===== config.mk =====
export PLATFORM = sky130hd
export DESIGN_NAME = branch_predict_btb
export DESIGN_NICKNAME = d
export VERILOG_FILES = /design/src/rtl/branch_predict_btb.sv
export SDC_FILE = /design/constraint.sdc
export NUM_CORES = 2
export LEC_CHECK = 0
export ABC_CLOCK_PERIOD_IN_PS = 5800
export CAP_MARGIN = 15
export CORE_ASPECT_RATIO = 0.7
export CORE_UTILIZATION = 55
export CTS_BUF_LIST = sky130_fd_sc_hd__clkbuf_4 sky130_fd_sc_hd__clkbuf_8 sky130_fd_sc_hd__clkbuf_16
export DETAILED_ROUTE_END_ITERATION = 10
export GPL_TIMING_DRIVEN = 1
export PLACE_DENSITY = 0.85
export SETUP_SLACK_MARGIN = 0.5
export SLEW_MARGIN = 20
export SYNTH_ARGS = -nofsm -noshare
export SYNTH_HDL_FRONTEND = slang
export SYNTH_SLANG_ARGS = --single-unit

===== constraint.sdc =====
create_clock -name sysclk -period 5.8 [get_ports sysclk]
set_input_delay 1.45 -clock sysclk [delete_from_list [all_inputs] [get_ports sysclk]]
set_output_delay 1.45 -clock sysclk [all_outputs]
set_load 0.01 [all_outputs]

===== src/rtl/branch_predict_btb.sv =====
// Direct-mapped branch target buffer with saturating direction counters.
// IF reads the table combinationally; EX resolves, trains the table and reports redirects.
module branch_predict_btb #(
    parameter int ADDR_W = 32,
    parameter int IDX_W  = 4,
    parameter int CTR_W  = 2,
    parameter int STAT_W = 16
) (
    input  logic              sysclk,
    input  logic              Reset_n,
    input  logic [ADDR_W-1:0] if_pc,
    output logic              if_hit,
    output logic              if_pred_taken,
    output logic [ADDR_W-1:0] if_pred_target,
    input  logic              if_stall,
    input  logic              ex_valid,
    input  logic [ADDR_W-1:0] ex_pc,
    input  logic              ex_taken,
    input  logic [ADDR_W-1:0] ex_target,
    input  logic              ex_pred_taken,
    input  logic [ADDR_W-1:0] ex_pred_target,
    input  logic [ADDR_W-1:0] ex_pc_plus4,
    output logic              ex_mispredict,
    output logic [ADDR_W-1:0] ex_redirect_pc,
    input  logic              clear,
    output logic [STAT_W-1:0] stat_hits,
    output logic [STAT_W-1:0] stat_mispred
);

    localparam int DEPTH = 2 ** IDX_W;
    localparam int TAG_W = ADDR_W - IDX_W - 2;
    localparam logic [CTR_W-1:0] CTR_INIT = CTR_W'(1) << (CTR_W - 1);
    localparam logic [CTR_W-1:0] CTR_MAX  = '1;
    localparam logic [STAT_W-1:0] STAT_MAX = '1;

    logic              valid_mem  [DEPTH];
    logic [TAG_W-1:0]  tag_mem    [DEPTH];
    logic [ADDR_W-1:0] target_mem [DEPTH];
    logic [CTR_W-1:0]  ctr_mem    [DEPTH];

    logic [IDX_W-1:0] if_idx;
    logic [IDX_W-1:0] ex_idx;
    logic [TAG_W-1:0] if_tag;
    logic [TAG_W-1:0] ex_tag;
    logic             ex_hit;
    logic [CTR_W-1:0] ctr_next;
    logic             unused_pc_bits;

    assign if_idx = if_pc[IDX_W+1:2];
    assign if_tag = if_pc[ADDR_W-1:IDX_W+2];
    assign ex_idx = ex_pc[IDX_W+1:2];
    assign ex_tag = ex_pc[ADDR_W-1:IDX_W+2];
    assign unused_pc_bits = ^{if_pc[1:0], ex_pc[1:0]};

    // Lookup reads registered state only, so a same-cycle update is not visible here.
    always_comb begin
        if_hit         = valid_mem[if_idx] && (tag_mem[if_idx] == if_tag);
        if_pred_taken  = if_hit && ctr_mem[if_idx][CTR_W-1];
        if_pred_target = if_hit ? target_mem[if_idx] : '0;
    end

    assign ex_hit         = valid_mem[ex_idx] && (tag_mem[ex_idx] == ex_tag);
    assign ex_mispredict  = ex_valid && ((ex_taken != ex_pred_taken) ||
                                         (ex_taken && (ex_target != ex_pred_target)));
    assign ex_redirect_pc = ex_taken ? ex_target : ex_pc_plus4;

    // NOTE: every always_comb output gets a default first so no path leaves it unassigned (no latch).
    always_comb begin
        ctr_next = ctr_mem[ex_idx];
        if (ex_taken) begin
            if (ctr_next != CTR_MAX) ctr_next = ctr_next + CTR_W'(1);
        end else if (ctr_next != '0) begin
            ctr_next = ctr_next - CTR_W'(1);
        end
    end

    // NOTE: the table is reset entry by entry because lookups must read defined values straight out of reset.
    // NOTE: sequential state uses non-blocking assignments only, so every reader sees pre-edge values.
    always_ff @(posedge sysclk or negedge Reset_n) begin
        if (!Reset_n) begin
            for (int i = 0; i < DEPTH; i++) begin
                valid_mem[i]  <= 1'b0;
                tag_mem[i]    <= '0;
                target_mem[i] <= '0;
                ctr_mem[i]    <= CTR_INIT;
            end
        end else if (clear) begin
            for (int i = 0; i < DEPTH; i++) valid_mem[i] <= 1'b0;
        end else if (ex_valid) begin
            if (ex_hit) begin
                ctr_mem[ex_idx] <= ctr_next;
                if (ex_taken) target_mem[ex_idx] <= ex_target;
            end else if (ex_taken) begin
                valid_mem[ex_idx]  <= 1'b1;
                tag_mem[ex_idx]    <= ex_tag;
                target_mem[ex_idx] <= ex_target;
                ctr_mem[ex_idx]    <= CTR_INIT;
            end
        end
    end

    // Statistics survive clear; only Reset_n zeroes them.
    always_ff @(posedge sysclk or negedge Reset_n) begin
        if (!Reset_n) begin
            stat_hits    <= '0;
            stat_mispred <= '0;
        end else begin
            if (if_hit && !if_stall && (stat_hits != STAT_MAX))
                stat_hits <= stat_hits + STAT_W'(1);
            if (ex_mispredict && (stat_mispred != STAT_MAX))
                stat_mispred <= stat_mispred + STAT_W'(1);
        end
    end

endmodule


# ---- Word level (Yosys, flattened, before mapping)
# Cells that the tools add are included.
dict set report word_totals {
  wordCells 151
  regBits 1008
  output_inout_bits 99
  in_bits 167
}
dict set report classes {
  n_lt_le_gt_ge 3
  eq_ne 8
  bitwise 8
  n_addsub 4
  reduce_logical 19
  n_mux 43
}
# cell count
set op_table {}
lappend op_table {{$bwmux 512} 1}
lappend op_table {{$bwmux 416} 1}
lappend op_table {{$mux 32} 7}
lappend op_table {{$bmux 26 s4} 2}
lappend op_table {{$mux 26} 5}
lappend op_table {{$bmux 32 s4} 1}
lappend op_table {{$demux 32 s4} 1}
lappend op_table {{$demux 26 s4} 1}
lappend op_table {{$mux 16} 4}
lappend op_table {{$eq 26x26->1} 2}
lappend op_table {{$add 16x1->16 const B} 2}
lappend op_table {{$bwmux 32} 1}
lappend op_table {{$ne 16x16->1 const B} 2}
lappend op_table {{$ne 32x32->1} 1}
lappend op_table {{$or 16x16->16} 2}
lappend op_table {{$and 16x16->16} 1}
lappend op_table {{$bmux 2 s4} 2}
lappend op_table {{$mux 2} 8}
lappend op_table {{$not 16->16} 1}
lappend op_table {{$ge 5x5->1 const B} 2}
lappend op_table {{$not 4->5} 2}
lappend op_table {{$logic_and 1x1->1} 9}
lappend op_table {{$reduce_and 3->1} 3}
lappend op_table {{$bmux 1 s4} 2}
lappend op_table {{13 further kinds} 22}

# ---- Longest topological paths before layout
dict set report logic_depth {
  ltp_word 10
  depth_mapped 16
  ltp_nobuf 9
}

# ---- Least setup slack after synthesis
# No wires, ideal clock.
dict set report synth_path {
  path_type {input port to output port}
  start {input port if_pc[3]}
  end {output port if_pred_target[10]}
  slack_ps -422
  t_arrival_ps 4772
  n_path_buf 4
  t_required_ps 4350
  cell_stages 11
  path_cell_list {buf_2 > buf_1 > mux4_2 > mux4_2 > xnor2_1 > nand4_1 > or4_1 > or4b_4 > buf_6 > clkbuf_1 > nor2b_1}
}
dict set report synth_via {
  elab_chain_len 7
  word_cells_on_any_way 13
  classes_between {eq/ne: 1; mux: 10; bitwise: 1; reduce/logical: 1}
}
# element line
set synth_lines {}
lappend synth_lines {{start, declared} 11} ;# input logic [ADDR_W-1:0] if_pc,
lappend synth_lines {{$not 4->5 (not written as such) *} {57, 59}}
lappend synth_lines {{$bmux 26 s4} 57} ;# if_hit = valid_mem[if_idx] && (tag_mem[if_idx] == if_tag);
lappend synth_lines {{$mux 26 (not written as such) (2 in series)} 57}
lappend synth_lines {{$eq 26x26->1} 57}
lappend synth_lines {{$logic_and 1x1->1} 57}
lappend synth_lines {{$mux 32 *} 59} ;# if_pred_target = if_hit ? target_mem[if_idx] : '0;
lappend synth_lines {{end, declared} 14} ;# output logic [ADDR_W-1:0] if_pred_target,
# Every way passes the cells marked *; elsewhere a longest branch is shown, timed or not. The select of a mux whose other input is x is not followed.

# ---- Worst setup path in the final report
dict set report layout_path {
  start {input port if_pc[2]}
  end {output port if_pred_taken}
}
dict set report layout_via {
  elab_chain_len 7
  word_cells_on_any_way 13
  classes_between {eq/ne: 1; mux: 9; bitwise: 1; reduce/logical: 2}
}
# element line
set layout_lines {}
lappend layout_lines {{$not 4->5 (not written as such) *} {57, 58}}
lappend layout_lines {{$bmux 26 s4} 57}
lappend layout_lines {{$mux 26 (not written as such) (2 in series)} 57}
lappend layout_lines {{$eq 26x26->1} 57}
lappend layout_lines {{$logic_and 1x1->1} 57}
lappend layout_lines {{$logic_and 1x1->1 *} 58} ;# if_pred_taken = if_hit && ctr_mem[if_idx][CTR_W-1];
lappend layout_lines {{end, declared} 13} ;# output logic if_pred_taken,
# Marks and branches as above.

==> impl_metrics.sql <==
INSERT INTO impl_metrics (metric_group, metric, value, unit) VALUES
('detailed_routing', 'ant_nets', '0', ''),
('detailed_routing', 'drc', '0', ''),
('synth', 'synth_enable_flop_cells', '0', ''),
('timing', 'post-route-worst-setup-slack', '-0.676', 'ns'),
('setup_path', 'worstPathMaxFanout', '8', ''),
('clock_tree', 'postCtsHoldBufs', '0', ''),
('power', 'maximum_vdd_drop', '227', 'uV'),
('synth', 'synth.cell_area', '0.0513', 'mm2'),
('setup_path', 'worst_ep_arrival_time', '5.03', 'ns'),
('timing', 'finalCritPeriodShare', '112', '%'),
('place', 'cell_area_after_placement', '0.0568', 'mm2'),
('floorplanning', 'initial_core_util', '55.6', '%'),
('synth', 'postSynthRegisterBits', '1008', ''),
('clock_tree', 'worst_setup_hold_path_clk_slew', '0.06', 'ns'),
('floorplanning', 'horiz_die_dim', '367', 'um'),
('global_route', 'grt_antenna_before_repair', '3', ''),
('detailed_routing', 'drt_wl_total', '147000', 'um'),
('run_status', 'violations_in_the_final_reports', 'negative setup slack', ''),
('detailed_routing', 'routedWlPerCell', '29.0', 'um'),
('clock_tree', 'htree_num_levels', '3', ''),
('synth', 'post_synth.cell_area_avg', '14.8', 'um2'),
('global_route', 'global_route.overflow_total', '0', ''),
('setup_path', 'worst_r2r_path_depth', '12', ''),
('timing', 'fmax', '154', 'MHz'),
('synth', 'synth.yosys.warnings', '0', ''),
('clock_tree', 'cts_sinks', '1008', ''),
('setup_path', 'start_kind', 'input pin', ''),
('power', 'p_leak', '27.3', 'nW'),
('timing', 'holdWs', '0.480', 'ns'),
('setup_path', 'rr_endpoint', 'stat_hits[15]$_DFFE_PN0P_', ''),
('power', 'power.share.switching', '25.8', '%'),
('synth', 'ys_types', '71', ''),
('timing', 'tightest_pin_transition', '1.03', 'ns'),
('cells_and_area', 'area.growth.synth_to_final', '18.5', '%'),
('floorplanning', 'placement_rows', '93', ''),
('global_route', 'grt_max_degree', '114', ''),
('min_path', 'type_of_the_most_critical_hold_path', 'reg -> reg', ''),
('global_route', 'first_global_vias', '34700', ''),
('synth', 'ys_async_sr_fraction', '100', '%'),
('synth', 'synthCells', '3468', ''),
('detailed_routing', 'via_per_instance_ratio', '6.63', ''),
('detailed_routing', 'via_count', '33600', ''),
('global_route', 'grt_first_pass_wirelength', '224000', 'um'),
('synth', 'synth_sequential_area_ratio', '49.3', '%'),
('min_path', 'min-delay-start', 'target_mem[150]$_DFFE_PN0P_', ''),
('detailed_routing', 'firstDrtPassIters', '6', ''),
('timing', 'finalHoldViolations', '0', ''),
('cells_and_area', 'final.fill_count', '6137', ''),
('floorplanning', 'floorplan.die_area', '0.0944', 'mm2'),
('power', 'power_density', '310', 'mW/mm2'),
('cells_and_area', 'multi_input_area', '0.0248', 'mm2'),
('cells_and_area', 'num-nets-final', '3926', ''),
('place', 'weighted_congestion_at_the_end_of_routability_driven_global_placement', '0.966', ''),
('run_status', 'outcome', 'complete, but fails checks', ''),
('timing', 'slew_headroom', '31.1', '%'),
('setup_path', 'r2r-start', 'tag_mem[319]$_DFFE_PN0P_', ''),
('setup_path', 'timing.setup.critical_path_class', 'in -> out', ''),
('power', 'power.sequential.fraction', '45.7', '%'),
('job', 'drv.max_cap_violation_count', '0', ''),
('power', 'combinationalPowerShare', '16.9', '%'),
('synth', 'postSynthNetCount', '3637', ''),
('timing', 'setup_viol_count_final', '34', ''),
('setup_path', 'worst-r2r-setup-slack', '1.24', 'ns'),
('cells_and_area', 'layout-drive-gt1-share', '50.0', '%'),
('clock_tree', 'tritoncts_clock_tree', 'yes', ''),
('floorplanning', 'io_pins', '266', ''),
('power', 'internal_power', '0.0140', 'W'),
('cells_and_area', 'final_design_instance_area_without_fill', '0.0607', 'mm2'),
('global_route', 'globalRouteTotalUtil', '31.4', '%'),
('place', 'dp.final_hpwl', '92700', 'um'),
('power', 'netSwitchingPower', '0.00486', 'W');
==> how the worst max path moves through the flow <==
stage	from	endpoint	slack [ns]	cells after the start
detailed placement	if_pc[2]	if_pred_target[27]	-1.14	16
finish	if_pc[2]	if_pred_taken	-0.68	12
CTS	if_pc[2]	if_pred_target[1]	-0.58	12
global route	if_pc[2]	if_pred_target[25]	-0.70	14
floorplan	if_pc[2]	if_pred_target[10]	-0.0003	11
global placement	if_pc[2]	if_pred_target[28]	-1.14	14
==> area by class of cell <==
| type | count | share of cell area (%) |
|---|---|---|
| Sequential cell | 1008 | 41.6 |
| Multi-Input combinational cell | 2078 | 40.8 |
| Timing Repair Buffer | 522 | 8.93 |
| Clock buffer | 135 | 4.70 |
| Tap cell | 1235 | 2.54 |
| Clock inverter | 42 | 1.18 |
| Inverter | 50 | 0.313 |
| Antenna cell | 1 | 0.00412 |
==> power groups by stage <==
stage / clock network [W] / logic [W] / registers [W]
floorplan: 0 / 0.00216 / 0.00845
global route: 0.00739 / 0.00338 / 0.00870
detailed placement: 0 / 0.00312 / 0.00868
global placement: 0 / 0.00301 / 0.00861
CTS: 0.00710 / 0.00316 / 0.00857
finish: 0.00705 / 0.00319 / 0.00861
==> synth_stat cells, types with 6 or more instances <==
cell type                  number  area, um2
sky130_fd_sc_hd__nand2b_1       7       43.8
sky130_fd_sc_hd__buf_4         30        225
sky130_fd_sc_hd__nand2_1       70        263
sky130_fd_sc_hd__nand3_1       35        175
sky130_fd_sc_hd__nand4_1       18        113
sky130_fd_sc_hd__mux2i_1       93        931
sky130_fd_sc_hd__buf_2         66        330
sky130_fd_sc_hd__and3_1         7       43.8
sky130_fd_sc_hd__o21ai_0       49        245
sky130_fd_sc_hd__nor4_1        10       62.6
sky130_fd_sc_hd__nor3_1        19       95.1
sky130_fd_sc_hd__a21oi_1       26        130
sky130_fd_sc_hd__o22ai_1       27        169
sky130_fd_sc_hd__mux2_1        21        236
sky130_fd_sc_hd__a22o_1         8       70.1
sky130_fd_sc_hd__nor4_2         6       75.1
sky130_fd_sc_hd__buf_1         44        165
sky130_fd_sc_hd__dfrtp_1      992      24800
sky130_fd_sc_hd__o21a_1         7       52.6
sky130_fd_sc_hd__inv_1         45        169
sky130_fd_sc_hd__mux4_2       360       8110
sky130_fd_sc_hd__a221oi_1       7       61.3
sky130_fd_sc_hd__a22oi_1       25        188
sky130_fd_sc_hd__dfstp_2       16        420
sky130_fd_sc_hd__o221ai_1       7       61.3
sky130_fd_sc_hd__clkbuf_1     188        706
sky130_fd_sc_hd__o22a_1        12        105
sky130_fd_sc_hd__a31oi_1        7       43.8
sky130_fd_sc_hd__xor2_1        58        508
sky130_fd_sc_hd__xnor2_1       64        561
sky130_fd_sc_hd__nor2_1        41        154
sky130_fd_sc_hd__mux2_2       968      10900
sky130_fd_sc_hd__nor2b_1       53        332
sky130_fd_sc_hd__nand2_2        8       50.1
==> per-layer routing <==
metal / share of wire [%] / GRT usage [%] / vias up
li1: - / - / 13600
met1: 41 / 44.7 / 17900
met2: 46 / 47.1 / 1782
met3: 10 / 8.63 / 342
met4: 3.2 / 10.0 / 2
met5: 0.0075 / 0 / -
==> through the flow <==
stage | power, W | worst slack (ns) | utilization, % | cells
after floorplan | 0.0106 | -0.000255 | - | 3468
after global placement | 0.0116 | -1.14 | 61.7 | 4881
after detailed placement | 0.0118 | -1.14 | 61.7 | 4881
after CTS | 0.0188 | -0.581 | 65.8 | 5063
after global routing | 0.0195 | -0.705 | 65.9 | 5070
final | 0.0188 | -0.676 | 65.9 | 5071
==> registers in the layout, summed over array words and instances (netlist names) <==
signal        count
ctr_mem          32
stat_hits        16
stat_mispred     16
tag_mem         416
target_mem      512
valid_mem        16
==> cell families (layout without fill, tap and decap cells) <==
logic type / after synthesis / in the layout / share of synthesized area (%)
other cells: 0 / 1 / 0
compound gates: 213 / 213 / 2.82
fa+ha+maj: 3 / 3 / 0.0683
mux: 1442 / 1442 / 39.4
flops: 1008 / 1008 / 49.3
buf+inv: 382 / 749 / 3.24
xor+xnor: 122 / 122 / 2.08
simple gates: 298 / 298 / 3.17
==> worst max-delay path: stages <==
cell,delay (ns)
sky130_fd_sc_hd__buf_12,0.11
sky130_fd_sc_hd__buf_12,0.14
sky130_fd_sc_hd__mux4_2,0.51
sky130_fd_sc_hd__mux4_2,0.52
sky130_fd_sc_hd__xnor2_2,0.17
sky130_fd_sc_hd__nand4_1,0.24
sky130_fd_sc_hd__or4_4,0.65
sky130_fd_sc_hd__or4b_4,0.55
sky130_fd_sc_hd__buf_12,0.18
sky130_fd_sc_hd__buf_6,0.17
sky130_fd_sc_hd__nor2b_2,0.10
sky130_fd_sc_hd__clkdlybuf4s15_2,0.22
==> repair_timing <==
item,in CTS,in global routing
buffers inserted,4,6
pin swaps,5,4
resized for setup,152,36
endpoints found under the setup margin,35,35
hold endpoints to repair,0,0
gates cloned,1,1
Note: power is estimated with default switching activity, not from simulation.
